File: src/rtl/seg_scan_ctrl.sv
// Multiplexed 7-segment scan controller with a double-buffered display value.
// A new value is loaded at a frame boundary, so a frame never shows a mix of old and new digits.
module seg_scan_ctrl #(
  parameter int NDIG     = 8,
  parameter int SCAN_DIV = 50000
) (
  input  logic              clk,
  input  logic              rst,
  input  logic              ld_valid,
  output logic              ld_ready,
  input  logic [4*NDIG-1:0] din,
  input  logic              blank_lz,
  output logic [NDIG-1:0]   an,
  output logic [6:0]        seg,
  output logic              frame_done
);

  localparam int CW = (SCAN_DIV > 1) ? $clog2(SCAN_DIV) : 1;
  localparam int IW = (NDIG > 1) ? $clog2(NDIG) : 1;
  localparam logic [CW-1:0] CNT_LAST = CW'(SCAN_DIV - 1);
  localparam logic [IW-1:0] IDX_LAST = IW'(NDIG - 1);
  localparam logic [6:0]    SEG_OFF  = 7'b1111111;

  logic [CW-1:0]     cnt, cnt_nxt;
  logic [IW-1:0]     idx, idx_nxt;
  logic [4*NDIG-1:0] disp, disp_nxt, pend;
  logic              pend_full;
  logic              cnt_wrap, frame_now, frame_nxt, xfer;
  logic [NDIG-1:0]   lz, an_nxt;
  logic [6:0]        seg_nxt;
  logic [3:0]        dig;
  logic              upper_zero;

  function automatic logic [6:0] seg_code(input logic [3:0] d);
    case (d)
      4'd0:    seg_code = 7'b1000000;
      4'd1:    seg_code = 7'b1111001;
      4'd2:    seg_code = 7'b0100100;
      4'd3:    seg_code = 7'b0110000;
      4'd4:    seg_code = 7'b0011001;
      4'd5:    seg_code = 7'b0010010;
      4'd6:    seg_code = 7'b0000010;
      4'd7:    seg_code = 7'b1111000;
      4'd8:    seg_code = 7'b0000000;
      4'd9:    seg_code = 7'b0010000;
      default: seg_code = 7'b0000110;
    endcase
  endfunction

  assign ld_ready  = !pend_full;
  assign xfer      = ld_valid && !pend_full;
  assign cnt_wrap  = (cnt == CNT_LAST);
  assign frame_now = cnt_wrap && (idx == IDX_LAST);

  // Outputs are registered from next-state values so an/seg line up with the cnt/idx of their cycle.
  always_comb begin
    // NOTE: every always_comb output gets a default first, so no path can infer a latch.
    cnt_nxt    = cnt_wrap ? '0 : cnt + 1'b1;
    idx_nxt    = idx;
    if (cnt_wrap) idx_nxt = (idx == IDX_LAST) ? '0 : idx + 1'b1;
    disp_nxt   = (frame_now && pend_full) ? pend : disp;
    frame_nxt  = (cnt_nxt == CNT_LAST) && (idx_nxt == IDX_LAST);

    upper_zero = 1'b1;
    lz         = '0;
    for (int i = NDIG - 1; i >= 0; i--) begin
      upper_zero = upper_zero && (disp_nxt[4*i +: 4] == 4'd0);
      lz[i]      = upper_zero && (i != 0);
    end

    dig     = disp_nxt[{idx_nxt, 2'b00} +: 4];
    an_nxt  = '1;
    seg_nxt = SEG_OFF;
    if (cnt_nxt != '0) begin
      an_nxt[idx_nxt] = 1'b0;
      if (!(lz[idx_nxt] && blank_lz)) seg_nxt = seg_code(dig);
    end
  end

  always_ff @(posedge clk) begin
    // NOTE: sequential state uses non-blocking assignments so every register samples pre-edge values.
    if (rst) begin
      cnt        <= '0;
      idx        <= '0;
      disp       <= '0;
      pend       <= '0;
      pend_full  <= 1'b0;
      an         <= '1;
      seg        <= SEG_OFF;
      frame_done <= 1'b0;
    end else begin
      cnt        <= cnt_nxt;
      idx        <= idx_nxt;
      disp       <= disp_nxt;
      an         <= an_nxt;
      seg        <= seg_nxt;
      frame_done <= frame_nxt;
      if (frame_now && pend_full) pend_full <= 1'b0;
      // A transfer only happens while pend is empty, so it never races the swap above.
      if (xfer) begin
        pend      <= din;
        pend_full <= 1'b1;
      end
    end
  end

endmodule

File: config.mk
export PLATFORM = sky130hd
export DESIGN_NAME = seg_scan_ctrl
export DESIGN_NICKNAME = d
export VERILOG_FILES = /design/src/rtl/seg_scan_ctrl.sv
export SDC_FILE = /design/constraint.sdc
export NUM_CORES = 1
export LEC_CHECK = 0
export CAP_MARGIN = 20
export CORE_UTILIZATION = 33
export CTS_CLUSTER_SIZE = 16
export DETAILED_ROUTE_END_ITERATION = 10
export PLACE_DENSITY = 0.51
export SETUP_SLACK_MARGIN = 0.02
export SLEW_MARGIN = 10
export SYNTH_ARGS = -nofsm -noshare
export SYNTH_HDL_FRONTEND = slang
export SYNTH_SLANG_ARGS = --single-unit
File: constraint.sdc
create_clock -name clk -period 5.7 [get_ports clk]
set_input_delay 1.14 -clock clk [delete_from_list [all_inputs] [get_ports clk]]
set_output_delay 1.14 -clock clk [all_outputs]
set_load 0.05 [all_outputs]
After elaboration in Yosys (flattened, before gate mapping)
Memories as Yosys holds them, arrays and structs flattened. A register that Yosys moved wholly into a read port is not among the register bits.
Index checks and enable logic that the tools add are counted.
{"block": "word_totals", "ff_bits": 93, "rom_bits": 112, "out_inout_bits": 17, "memories": 1}
{"block": "op_classes", "addsub": 2, "n_lt_le_gt_ge": 2, "eq_ne": 4, "shift": 1, "muxes": 10, "n_bitwise": 2, "n_reduce_logical": 24}
{"name": "(no name shown)", "depth": 16, "word_bits": 7, "rd": 1, "rd_ports_with_merged_regs": 1, "write_ports": 0, "line": "35", "text": "case (d)"}
{"op": "16-bit == test, second input constant", "count": 2}
{"op": "32-bit two-way mux", "count": 1}
{"op": "32-bit by 6-bit indexed part select with 4-bit output", "count": 1}
{"op": "4-bit zero test", "count": 7}
{"op": "16-bit by 1-bit adder with 16-bit output, second input constant", "count": 1}
{"op": "16-bit two-way mux", "count": 1}
{"op": "16-bit nonzero test", "count": 1}
{"op": "1-bit logical AND", "count": 12}
{"op": "8-bit NOT", "count": 1}
{"op": "3-bit == test, second input constant", "count": 2}
{"op": "3-bit two-way mux", "count": 2}
{"op": "3-bit by 4-bit < comparator with 1-bit output, second input constant", "count": 1}
{"op": "1-bit two-way mux", "count": 4}
{"op": "3-bit by 1-bit adder with 3-bit output, second input constant", "count": 1}
{"op": "1-bit binary-select mux with 3-bit select", "count": 1}
{"op": "1-bit demux with 3-bit select", "count": 1}
{"op": "3-bit by 1-bit >= comparator with 1-bit output, second input constant", "count": 1}
{"op": "3-bit OR reduction", "count": 1}
{"op": "2-bit nonzero test", "count": 1}
{"op": "2-bit OR reduction", "count": 1}
{"op": "1-bit zero test", "count": 1}
{"op": "1-bit NOT", "count": 1}

Depth between registers and ports, before layout
{"block": "depth", "word_depth": 15, "depth_mapped": 15, "depth_no_buf": 13}

Least setup slack after synthesis
Ideal clock, no wire load.
{"block": "synth_path", "path_type": "reg-to-reg", "startpoint": "reg cnt[6]", "endpoint": "reg seg[3]", "t_arrival_ns": 3.267, "setup_slack_ns": 2.359, "stages_incl_launch_ff": 14, "path_buffers": 2, "period_less_slack_ns": 3.341, "path_cell_list": "dfxtp_1 > or4b_4 > nor4_4 > nand2_4 > buf_6 > buf_2 > mux2i_1 > o32ai_1 > or4_4 > inv_1 > ha_1 > inv_1 > mux2i_1 > o21ai_0"}
{"block": "synth_between", "elab_chain_len": 15, "word_cells_on_any_way": 27, "classes_between": "1 x add/sub; 1 x eq/ne; 1 x shift; 5 x mux; 1 x bitwise; 18 x reduce/logical"}
{"element": "from (decl)", "line": "24", "text": "logic [CW-1:0] cnt, cnt_nxt;"}
{"element": "from (signal assigned)", "line": "92", "text": "cnt <= cnt_nxt;"}
{"element": "16-bit == test", "line": "52", "text": "assign cnt_wrap = (cnt == CNT_LAST);"}
{"element": "1-bit logical AND", "line": "53", "text": "assign frame_now = cnt_wrap && (idx == IDX_LAST);"}
{"element": "1-bit logical AND", "line": "61", "text": "disp_nxt = (frame_now && pend_full) ? pend : disp;"}
{"element": "32-bit two-way mux", "line": "61"}
{"element": "4-bit zero test", "line": "67", "text": "upper_zero = upper_zero && (disp_nxt[4*i +: 4] == 4'd0);"}
{"element": "1-bit logical AND (6 in series)", "line": "67"}
{"element": "1-bit binary-select mux with 3-bit select", "line": "76", "text": "if (!(lz[idx_nxt] && blank_lz)) seg_nxt = seg_code(dig);"}
{"element": "1-bit two-way mux (implied by the code)", "line": "76"}
{"element": "1-bit logical AND", "line": "76"}
{"element": "3-bit OR reduction (no source line)"}
{"element": "to (decl)", "line": "14", "text": "output logic [6:0] seg,"}
Parallel ways exist; a longest one is shown, timed or not. The select of a mux whose other input is x is not followed.
A chain may end at the register's enable or synchronous reset.

Final worst setup path
Same ends and word-level chain as after synthesis.

==> impl_metrics.env <==
export IMPL_die_area_mm2=0.0144
export IMPL_min_from="disp[1]"
export IMPL_clk_pin_slew_worst_paths_ns=0.06
export IMPL_worstSetupStartpoint="cnt[6]"
export IMPL_r2r_start="cnt[6]"
export IMPL_regArea_mm2=0.00200
export IMPL_drv_cap=0
export IMPL_setup_viol=0
export IMPL_worstSkewPairLatency_ns=0.35
export IMPL_whs_ns=0.458
export IMPL_synthDistinctLibCells=59
export IMPL_fp_dieH_um=120
export IMPL_ys_flop_type="dfxtp_1"
export IMPL_syn_inst=545
export IMPL_multi_input_area_mm2=0.00244
export IMPL_sw_frac_of_total_pct=22.3
export IMPL_grt_pass1_wl_um=20400
export IMPL_cts_root_buf="clkbuf_16"
export IMPL_firstDrtPassIters=4
export IMPL_syn_area_per_cell_um2=8.44
export IMPL_cts_resized=0
export IMPL_synth_edf_count=0
export IMPL_fmax_mhz=259
export IMPL_sequentialPowerShare_pct=49.7
export IMPL_fillCellCount=1362
export IMPL_syn_area_mm2=0.00460
export IMPL_clockPowerShare_pct=43.8
export IMPL_cp_end_kind="flip-flop"
export IMPL_grt_pass1_vias=3706
export IMPL_crit_chain="or4b_4, nor4_4, mux2_2, nor2_1, a222oi_1, or3b_4, inv_1, ha_1, inv_1, mux2i_1, o21ai_0"
export IMPL_switchingPower_w=0.000329
export IMPL_max_stage_delay_ns=0.60
export IMPL_finalCriticalPeriod_ns=3.86
export IMPL_finalCritPeriodShare_pct=67.7
export IMPL_io_pins=53
export IMPL_hpwl_um=8810
export IMPL_leakagePower_nw=2.13
export IMPL_async_reset_ff_share_pct=0
export IMPL_comb_power_share_pct=6.5
export IMPL_timing_critical_path_mode_cell="inv_1"
export IMPL_detail_route_antenna_nets=0
export IMPL_critical_path_class="flip-flop to flip-flop"
export IMPL_antenna_found_initial=0
export IMPL_preCtsSetupSlack_ns=1.80
export IMPL_vias=3973
export IMPL_cts_sinks=100
export IMPL_clockBufferDepth=2
export IMPL_peakVddDrop_mv=0.193
export IMPL_core_mm2=0.0134
export IMPL_drtIter0Drc=261
export IMPL_drcViolationCount=0
export IMPL_slowest_stage="nor4_4"
export IMPL_grt_ovfl_total=0
export IMPL_syn_nets=589
export IMPL_post_drt_via_cell_ratio=5.19
export IMPL_final_nets=628
export IMPL_synth_seq_area_share_pct=43.5
export IMPL_worstSetupStartpointType="flip-flop"
export IMPL_clock_skew_ns=0.00565
export IMPL_drive_above_1_share_pct=7.13
export IMPL_post_cts_buffers=0
export IMPL_max_slew_margin_pct=37.6
export IMPL_ctsHoldBuffers=0
export IMPL_rows=42
export IMPL_ys_warn_count=0
export IMPL_place_congestion=0.851
export IMPL_p_int_w=0.00115
export IMPL_area_delta_synth_final_pct=21.3
export IMPL_power_w=0.00147
export IMPL_cp_required_ns=5.97
export IMPL_critPathArrivalTime_ns=4.14
export IMPL_hold_violations=0
export IMPL_outcome="finished clean"
export IMPL_h_tree_depth=3
export IMPL_cts_tree="built"
export IMPL_setup_tns_final_ns=0
export IMPL_p_per_area_mw_per_mm2=264
export IMPL_hold_path_class="flip-flop to flip-flop"
export IMPL_grt_use_total_pct=18.3
export IMPL_cts_made_buffers=9
export IMPL_fin_util_pct=41.6
export IMPL_drv_slew=0
export IMPL_path_max_fanout=22
export IMPL_grt_max_degree=86
export IMPL_chipWidth_um=120
export IMPL_fin_ws_ns=1.84
export IMPL_start_util_pct=34.3
export IMPL_wl_per_cell_um=16.3
export IMPL_n_antenna_cell=0
export IMPL_wl_um=12500
export IMPL_worst_pin_slew_ns=0.936
export IMPL_ys_ff_latch=100
export IMPL_port_buffers=52
export IMPL_rsz0062_at_grt="no"
-- worst paths after layout --
kind | to | slack, ns | cells after the start
worst max-delay path | seg[3] | 1.84 | 11
worst min-delay path | disp[1] | 0.46 | 2
worst max register to register | seg[3] | 1.84 | 11
worst min register to register | disp[1] | 0.46 | 2
-- worst max-delay path: cells and delay by family (launching register included) --
kind                       cells  cell delay, ns
and+or+nand+nor                4            1.75
DFF                            1            0.44
AOI/OAI and AO/OA              2            0.58
muxes                          2            0.61
adders and majority gates      1            0.24
buffers and inverters          2            0.16
-- layer usage --
layer / GRT usage (%) / part of all wire (%)
met5: 0 / 0
met4: 5.31 / 1.6
met3: 4.80 / 3.9
met2: 28.5 / 45
met1: 24.8 / 49
-- per-stage QoR --
step / area, um^2 / cells
floorplan: 4600 / 545
global placement: 5250 / 748
detailed placement: 5250 / 748
CTS: 5560 / 764
global route: 5580 / 765
finish: 5580 / 765
-- cell usage in the layout, fill, tap and decap left out, drive strengths merged, types with 10 or more instances in the layout --
| cell | count |
|---|---|
| clkbuf | 12 |
| o21ai | 16 |
| nor4 | 16 |
| nor3 | 13 |
| a21oi | 57 |
| nand3 | 17 |
| nor2 | 40 |
| inv | 10 |
| mux2 | 11 |
| clkdlybuf4s50 | 51 |
| nor2b | 11 |
| mux2i | 20 |
| nand2 | 117 |
| dfxtp | 100 |
-- sequential cells by signal, summed over array words and instances (netlist names) --
| register | flops |
|---|---|
| an | 8 |
| cnt | 16 |
| disp | 32 |
| frame_done | 1 |
| idx | 3 |
| pend | 32 |
| pend_full | 1 |
| seg | 7 |
-- power by group through the flow --
| stage | logic (W) | registers [W] | clock network (W) |
|---|---|---|---|
| 2_1_floorplan | 0.0000435 | 0.000752 | 0 |
| 3_3_place_gp | 0.0000940 | 0.000748 | 0 |
| 3_5_place_dp | 0.0000947 | 0.000749 | 0 |
| 4_1_cts | 0.0000951 | 0.000733 | 0.000661 |
| 5_1_grt | 0.000105 | 0.000735 | 0.000696 |
| 6_report | 0.0000955 | 0.000733 | 0.000646 |
-- final cells by class --
| class | instances | share of cell area [%] |
|---|---|---|
| well taps | 176 | 3.95 |
| flip-flops and latches | 100 | 35.9 |
| clock inverters | 4 | 1.32 |
| multi-input cells | 405 | 43.7 |
| repair buffers | 58 | 10.2 |
| inverters | 10 | 0.673 |
| clock buffers | 12 | 4.24 |
-- synthesized netlist by cell type (all sizes together) (2+ instances only) --
| cell type | number | area [um^2] |
|---|---|---|
| clkbuf | 19 | 71.3 |
| nand3 | 17 | 85.1 |
| o21ai | 16 | 83.8 |
| a211oi | 3 | 22.5 |
| nand2b | 2 | 12.5 |
| buf | 11 | 55.1 |
| a2111oi | 2 | 36.3 |
| or4bb | 2 | 22.5 |
| a21oi | 57 | 285 |
| nor4bb | 2 | 20.0 |
| nor4 | 16 | 145 |
| dfxtp | 100 | 2000 |
| a22o | 2 | 17.5 |
| xnor2 | 9 | 78.8 |
| nor2 | 40 | 150 |
| nor2b | 11 | 68.8 |
| mux2i | 20 | 200 |
| inv | 10 | 37.5 |
| o211ai | 2 | 15.0 |
| ha | 8 | 100 |
| mux2 | 11 | 128 |
| o221ai | 4 | 35.0 |
| or4 | 5 | 41.3 |
| nand2 | 117 | 447 |
| nand4 | 5 | 31.3 |
| nor4b | 2 | 17.5 |
| o32ai | 3 | 26.3 |
| xor2 | 6 | 52.6 |
| nor3 | 13 | 65.1 |
| o31a | 2 | 17.5 |
| and3 | 9 | 56.3 |
| a21boi | 2 | 15.0 |
-- cell families (layout without fill, tap and decap cells) --
family	count (synthesis)	count (layout)	synth area share (%)
xor gates and xnor gates	15	15	2.86
AOI/OAI and AO/OA	102	102	13.8
buffers and inverters	40	84	3.56
adders and majority gates	8	8	2.18
muxes	31	31	7.13
DFF	100	100	43.5
and+or+nand+nor	249	249	26.9
Note: power is estimated with default switching activity, not from simulation.
==> variant 1, RTL diff (same settings) <==
The parameter `SCAN_DIV` goes from 50000 to 25000.
--- a/src/rtl/seg_scan_ctrl.sv
+++ b/src/rtl/seg_scan_ctrl.sv
@@ -2,7 +2,7 @@
 // A new value is loaded at a frame boundary, so a frame never shows a mix of old and new digits.
 module seg_scan_ctrl #(
   parameter int NDIG     = 8,
-  parameter int SCAN_DIV = 50000
+  parameter int SCAN_DIV = 25000
 ) (
   input  logic              clk,
   input  logic              rst,
Function: no difference found for any inputs over 10 cycles, from zero or initial values and one cycle with rst high; that may be too few to reach the edited logic, so the function may still have changed.
==> variant 1 against the unedited design <==
- routed wire length shrank 1.9%
- worst setup slack gained 59 ps
- non-clock buffer count shrank 1
- clock skew grew 2.9 ps
- total power grew 5.7%
- synthesized area grew 3.2%
- sequential cell count shrank 1
- final area grew 2.6%
- global-route usage shrank 0.85 points
- critical path type unchanged
- largest cell class unchanged
- largest power group is now the clock network
==> variant 1: results (changes against the unedited design) <==
* Number of global-route vias before repair at 3744 (+1.0%)
* Max VDD drop at 0.149 mV (-23%)
* LEAKAGE at 2.23 nW (+5.0%)
* Via Count at 4073 (+2.5%)
* Status: complete, no violations
* Synth cell count leaders: nand2_1, dfxtp_1, a21oi_1, nor2_1, mux2i_1
* Post-Place Cells at 769 (+2.8%)
* Synthesized Nets at 611 (+3.7%)
* First-pass GRT wire length at 19800 um (-3.0%)
* GRT Total Usage at 17.5% (-0.85 points)
* Post-CTS Setup Inserts at 0 (unchanged)
* DP HPWL at 9110 um (+3.4%)
* Avg Inst Size Synth at 8.37 sq um (-0.77%)
* Top_reg_cell synth: dfxtp_1
* GP Congestion at 0.930 (+9.3%)
* Biggest regs: disp x32, pend x32, cnt x15
* Post-Route Skew at 8.59 ps (+2.94 ps)
* Top post-synthesis cells by area: dfxtp_1, nand2_1, mux2i_1, a21oi_1, nor2_1
* Drt pass-1 iters at 5 (+1)
* WL final at 12200 um (-1.9%)
* Filler Cells Inserted at 1417 (+4.0%)
* CP arrival at 4090 ps (-50 ps)
* Sequential share of the synthesized area at 41.8% (-1.8 points)
* Layout cell share with drive strength beyond 1 at 7.44% (+0.31 points)
* Synth unique cells at 62 (+5.1%)
* Starting DRT DRC Count at 224 (-14%)
* Nets at 645 (+2.7%)
* Crit path max fanout at 27 (+23%)
* Pin count of the biggest net entering global routing at 78 (-9.3%)
* Wire per inst at 15.6 um (-4.4%)
## variant 1: cells by family after synthesis
kind of cell,Yosys count,share of synthesized area (%)
and+or+nand+nor,263,26.7
DFF,99,41.8
AOI/OAI and AO/OA,95,12.4
buffers and inverters,46,5.01
muxes,42,9.49
xor gates and xnor gates,14,2.58
adders and majority gates,8,2.11
## variant 1: area by class of cell
cell class	instances	share of cell area, %
inverters	12	0.787
clock inverters	6	2.38
flip-flops and latches	99	34.6
well taps	180	3.94
multi-input cells	422	44.3
clock buffers	9	3.94
repair buffers	57	10.0
## variant 1: through the flow
step	setup WS (ps)	area [sq um]	power [mW]
after detailed placement	1920	5330	0.838
after CTS	1890	5690	1.58
after global routing	1640	5720	1.62
after floorplan	2550	4750	0.790
final	1900	5720	1.56
after global placement	2010	5330	0.837
## variant 1: final timing paths
check              to  slack, ps  cells after the start      from
max            seg[3]       1900                     14    idx[0]
min          pend[12]        460                      2  pend[12]
max reg2reg    seg[3]       1900                     14    idx[0]
min reg2reg  pend[12]        460                      2  pend[12]
## variant 1: critical path, stage by stage, from the launching register on
cell     delay, ps
dfxtp_1        620
ha_1           230
ha_1           340
and4_1         250
nand4_2        120
buf_4          280
mux2_2         320
mux2i_1        140
nor2_1          50
or4_1          630
inv_1          130
ha_1           190
inv_1           70
mux2_2         260
o21ai_1        100
## variant 1: power by group
group | total (mW) | switching, mW | internal, mW
clock network | 0.733 | 0.261 | 0.472
registers | 0.726 | 0.0160 | 0.710
logic | 0.0988 | 0.0529 | 0.0460
total | 1.56 | 0.330 | 1.23
## variant 1: routing by layer
layer	wire (um)	up-vias	track usage [%]	share of wire [%]
li1	-	2041	-	-
met1	5850	1926	23.7	48
met2	5660	93	26.9	46
met3	563	13	4.45	4.6
met4	171	0	5.48	1.4
met5	0	-	0	0
==> variant 2, RTL diff (same settings) <==
Without the edit above. Remove the register `an`: a continuous assignment takes its place, so the output `an` follows one clock earlier. Comments in the files are not updated.
--- a/src/rtl/seg_scan_ctrl.sv
+++ b/src/rtl/seg_scan_ctrl.sv
@@ -85,14 +85,12 @@
       disp       <= '0;
       pend       <= '0;
       pend_full  <= 1'b0;
-      an         <= '1;
       seg        <= SEG_OFF;
       frame_done <= 1'b0;
     end else begin
       cnt        <= cnt_nxt;
       idx        <= idx_nxt;
       disp       <= disp_nxt;
-      an         <= an_nxt;
       seg        <= seg_nxt;
       frame_done <= frame_nxt;
       if (frame_now && pend_full) pend_full <= 1'b0;
@@ -104,5 +102,7 @@
     end
   end
 
+  assign an = an_nxt;
+
 endmodule
 
Check against the original RTL: not equivalent (a bounded check fails within 4 cycles, from zero or initial values and one cycle with rst high).
==> variant 2 against the unedited design <==
- total power decreased by 7.9%
- worst setup slack got worse by 1300 ps
- sequential cell count decreased by 8
- count of clock-buffer cells in the layout unchanged
- synthesized area decreased by 4.7%
- via count decreased by 3.4%
- register-to-register slack got worse by 310 ps
- worst hold slack got worse by 1.2 ps
- clock skew increased by 2.5 ps
- global-route usage decreased by 0.23 points
- routed wire length decreased by 8.0%
- final area decreased by 4.6%
- critical path depth decreased by 2
- critical endpoint is now an[7]
==> variant 2: results (changes against the unedited design) <==
* Sequential share of the synthesized area at 42.0% (-1.5 points)
* DP HPWL at 8370 um (-4.9%)
* Top_reg_cell synth: dfxtp_1
* Avg Inst Size Synth at 8.20 sq um (-2.8%)
* Yosys warning count at 0 (unchanged)
* Top post-synthesis cells by area: dfxtp_1, nand2_1, a21oi_1, mux2i_1, nor2_1
* Port bufs at 52 (unchanged)
* Biggest regs: disp x32, pend x32, cnt x16
* Clock Tree Root: clkbuf_16
* GRT Total Usage at 18.1% (-0.23 points)
* Drt pass-1 iters at 4 (unchanged)
* Rel. slew slack at 47.7% (+10 points)
* H-tree lvl count at 3 (unchanged)
* Clock tree buffer depth at 2 (unchanged)
* CP arrival at 4030 ps (-110 ps)
* Layout cell share with drive strength beyond 1 at 6.60% (-0.53 points)
* Synth unique cells at 59 (unchanged)
* Post-Place Cells at 732 (-2.1%)
* Pin count of the biggest net entering global routing at 45 (-48%)
* Via Count at 3837 (-3.4%)
* Synthesized Nets at 578 (-1.9%)
* Post-CTS Setup Inserts at 0 (unchanged)
* Max-cap violations at 0 (unchanged)
* Antenna cells at 0 (unchanged)
* Hold WC Path Type: reg2reg
* Status: complete, no violations
* Crit path max fanout at 15 (-32%)
* Clock transition at path regs at 60 ps (about the same)
* Hold path start: pend[5]
* Critical Path Source: cnt[5]
* Share of async-settable or async-resettable flops after synthesis at 0% (unchanged)
* Filler Cells Inserted at 1334 (-2.1%)
* Starting DRT DRC Count at 220 (-16%)
* Max VDD drop at 0.212 mV (+9.9%)
* Number of global-route vias before repair at 3684 (-0.59%)
* Post-Route Skew at 8.18 ps (+2.53 ps)
* Synth cell count leaders: nand2_1, dfxtp_1, a21oi_1, nor2_1, mux2i_1
* Nets at 615 (-2.1%)
* Worst R2R Setup Slack at 1530 ps (-310 ps)
* Total CTS buffers at 9 (unchanged)
* GP Congestion at 0.875 (+2.8%)
* First-pass GRT wire length at 18800 um (-8.1%)
* Wire per inst at 15.3 um (-5.9%)
* WL final at 11500 um (-8.0%)
* Gates resized, CTS repair at 0 (unchanged)
* Sw Share at 22.2% (-0.069 points)
* Worst skew pair latency at 340 ps
* LEAKAGE at 2.00 nW (-6.0%)
* Initial antenna violation count at 0 (unchanged)
[variant 2: changes by cell type after synthesis, moves of 4 or more]
cell	delta
a211oi_1	+4
and3_1	-7
dfxtp_1	-8
mux2i_1	+4
nand2_1	-7
or4_1	+4
[variant 2: power groups by stage]
stage	Combinational, mW	Sequential [mW]	Clock [mW]
global placement	0.0917	0.688	0
detailed placement	0.0941	0.689	0
CTS	0.0945	0.674	0.614
finish	0.0932	0.674	0.590
floorplan	0.0439	0.692	0
global route	0.103	0.676	0.636
[variant 2: cell type report]
type                            count  area (sq um)  share of cell area, %
Clock buffer                       12           246                   4.64
Clock inverter                      4          48.8                  0.918
Inverter                            7          26.3                  0.494
Multi-Input combinational cell    401          2360                   44.3
Sequential cell                    92          1840                   34.6
Tap cell                          172           215                   4.05
Timing Repair Buffer               60           583                   11.0
[variant 2: stage by stage]
step | hold WS (ps) | cell area [sq um] | total power, mW | worst slack (ps) | utilization, %
finish | 457 | 5320 | 1.36 | 534 | 41.6
global route | 482 | 5320 | 1.42 | 337 | 41.6
CTS | 463 | 5320 | 1.38 | 522 | 41.6
detailed placement | 453 | 5020 | 0.783 | 912 | 39.3
global placement | 447 | 5010 | 0.780 | 971 | 39.2
floorplan | 434 | 4380 | 0.736 | 1730 | -
[variant 2: critical path, cell delays in order, from the launching register on]
cell and delay, ps:
dfxtp_1 380, or4_4 580, or4_1 510, buf_4 210
a211oi_1 250, a21oi_1 70, nor4_1 270, nand2_1 350
nand3_1 240, clkdlybuf4s50_1 820
[variant 2: metal layers]
| layer | track usage, % | part of all wire (%) | routed length (um) |
|---|---|---|---|
| met5 | 0 | 0 | 0 |
| met1 | 23.5 | 47 | 5400 |
| met4 | 9.45 | 3.4 | 387 |
| met3 | 3.60 | 4.2 | 482 |
| met2 | 28.4 | 45 | 5200 |
[variant 2: logic make-up after synthesis]
logic type	after synthesis	share of synthesized area (%)
flops	92	42.0
xor+xnor	14	2.80
fa+ha+maj	8	2.29
mux	34	8.23
buf+inv	41	4.23
compound gates	103	14.1
simple gates	242	26.3
[variant 2: path summary, 6_finish.rpt]
kind | end | cells past startpoint
max reg2reg | seg[3] | 12
min reg2reg | pend[5] | 2
max | an[7] | 9
min | pend[5] | 2
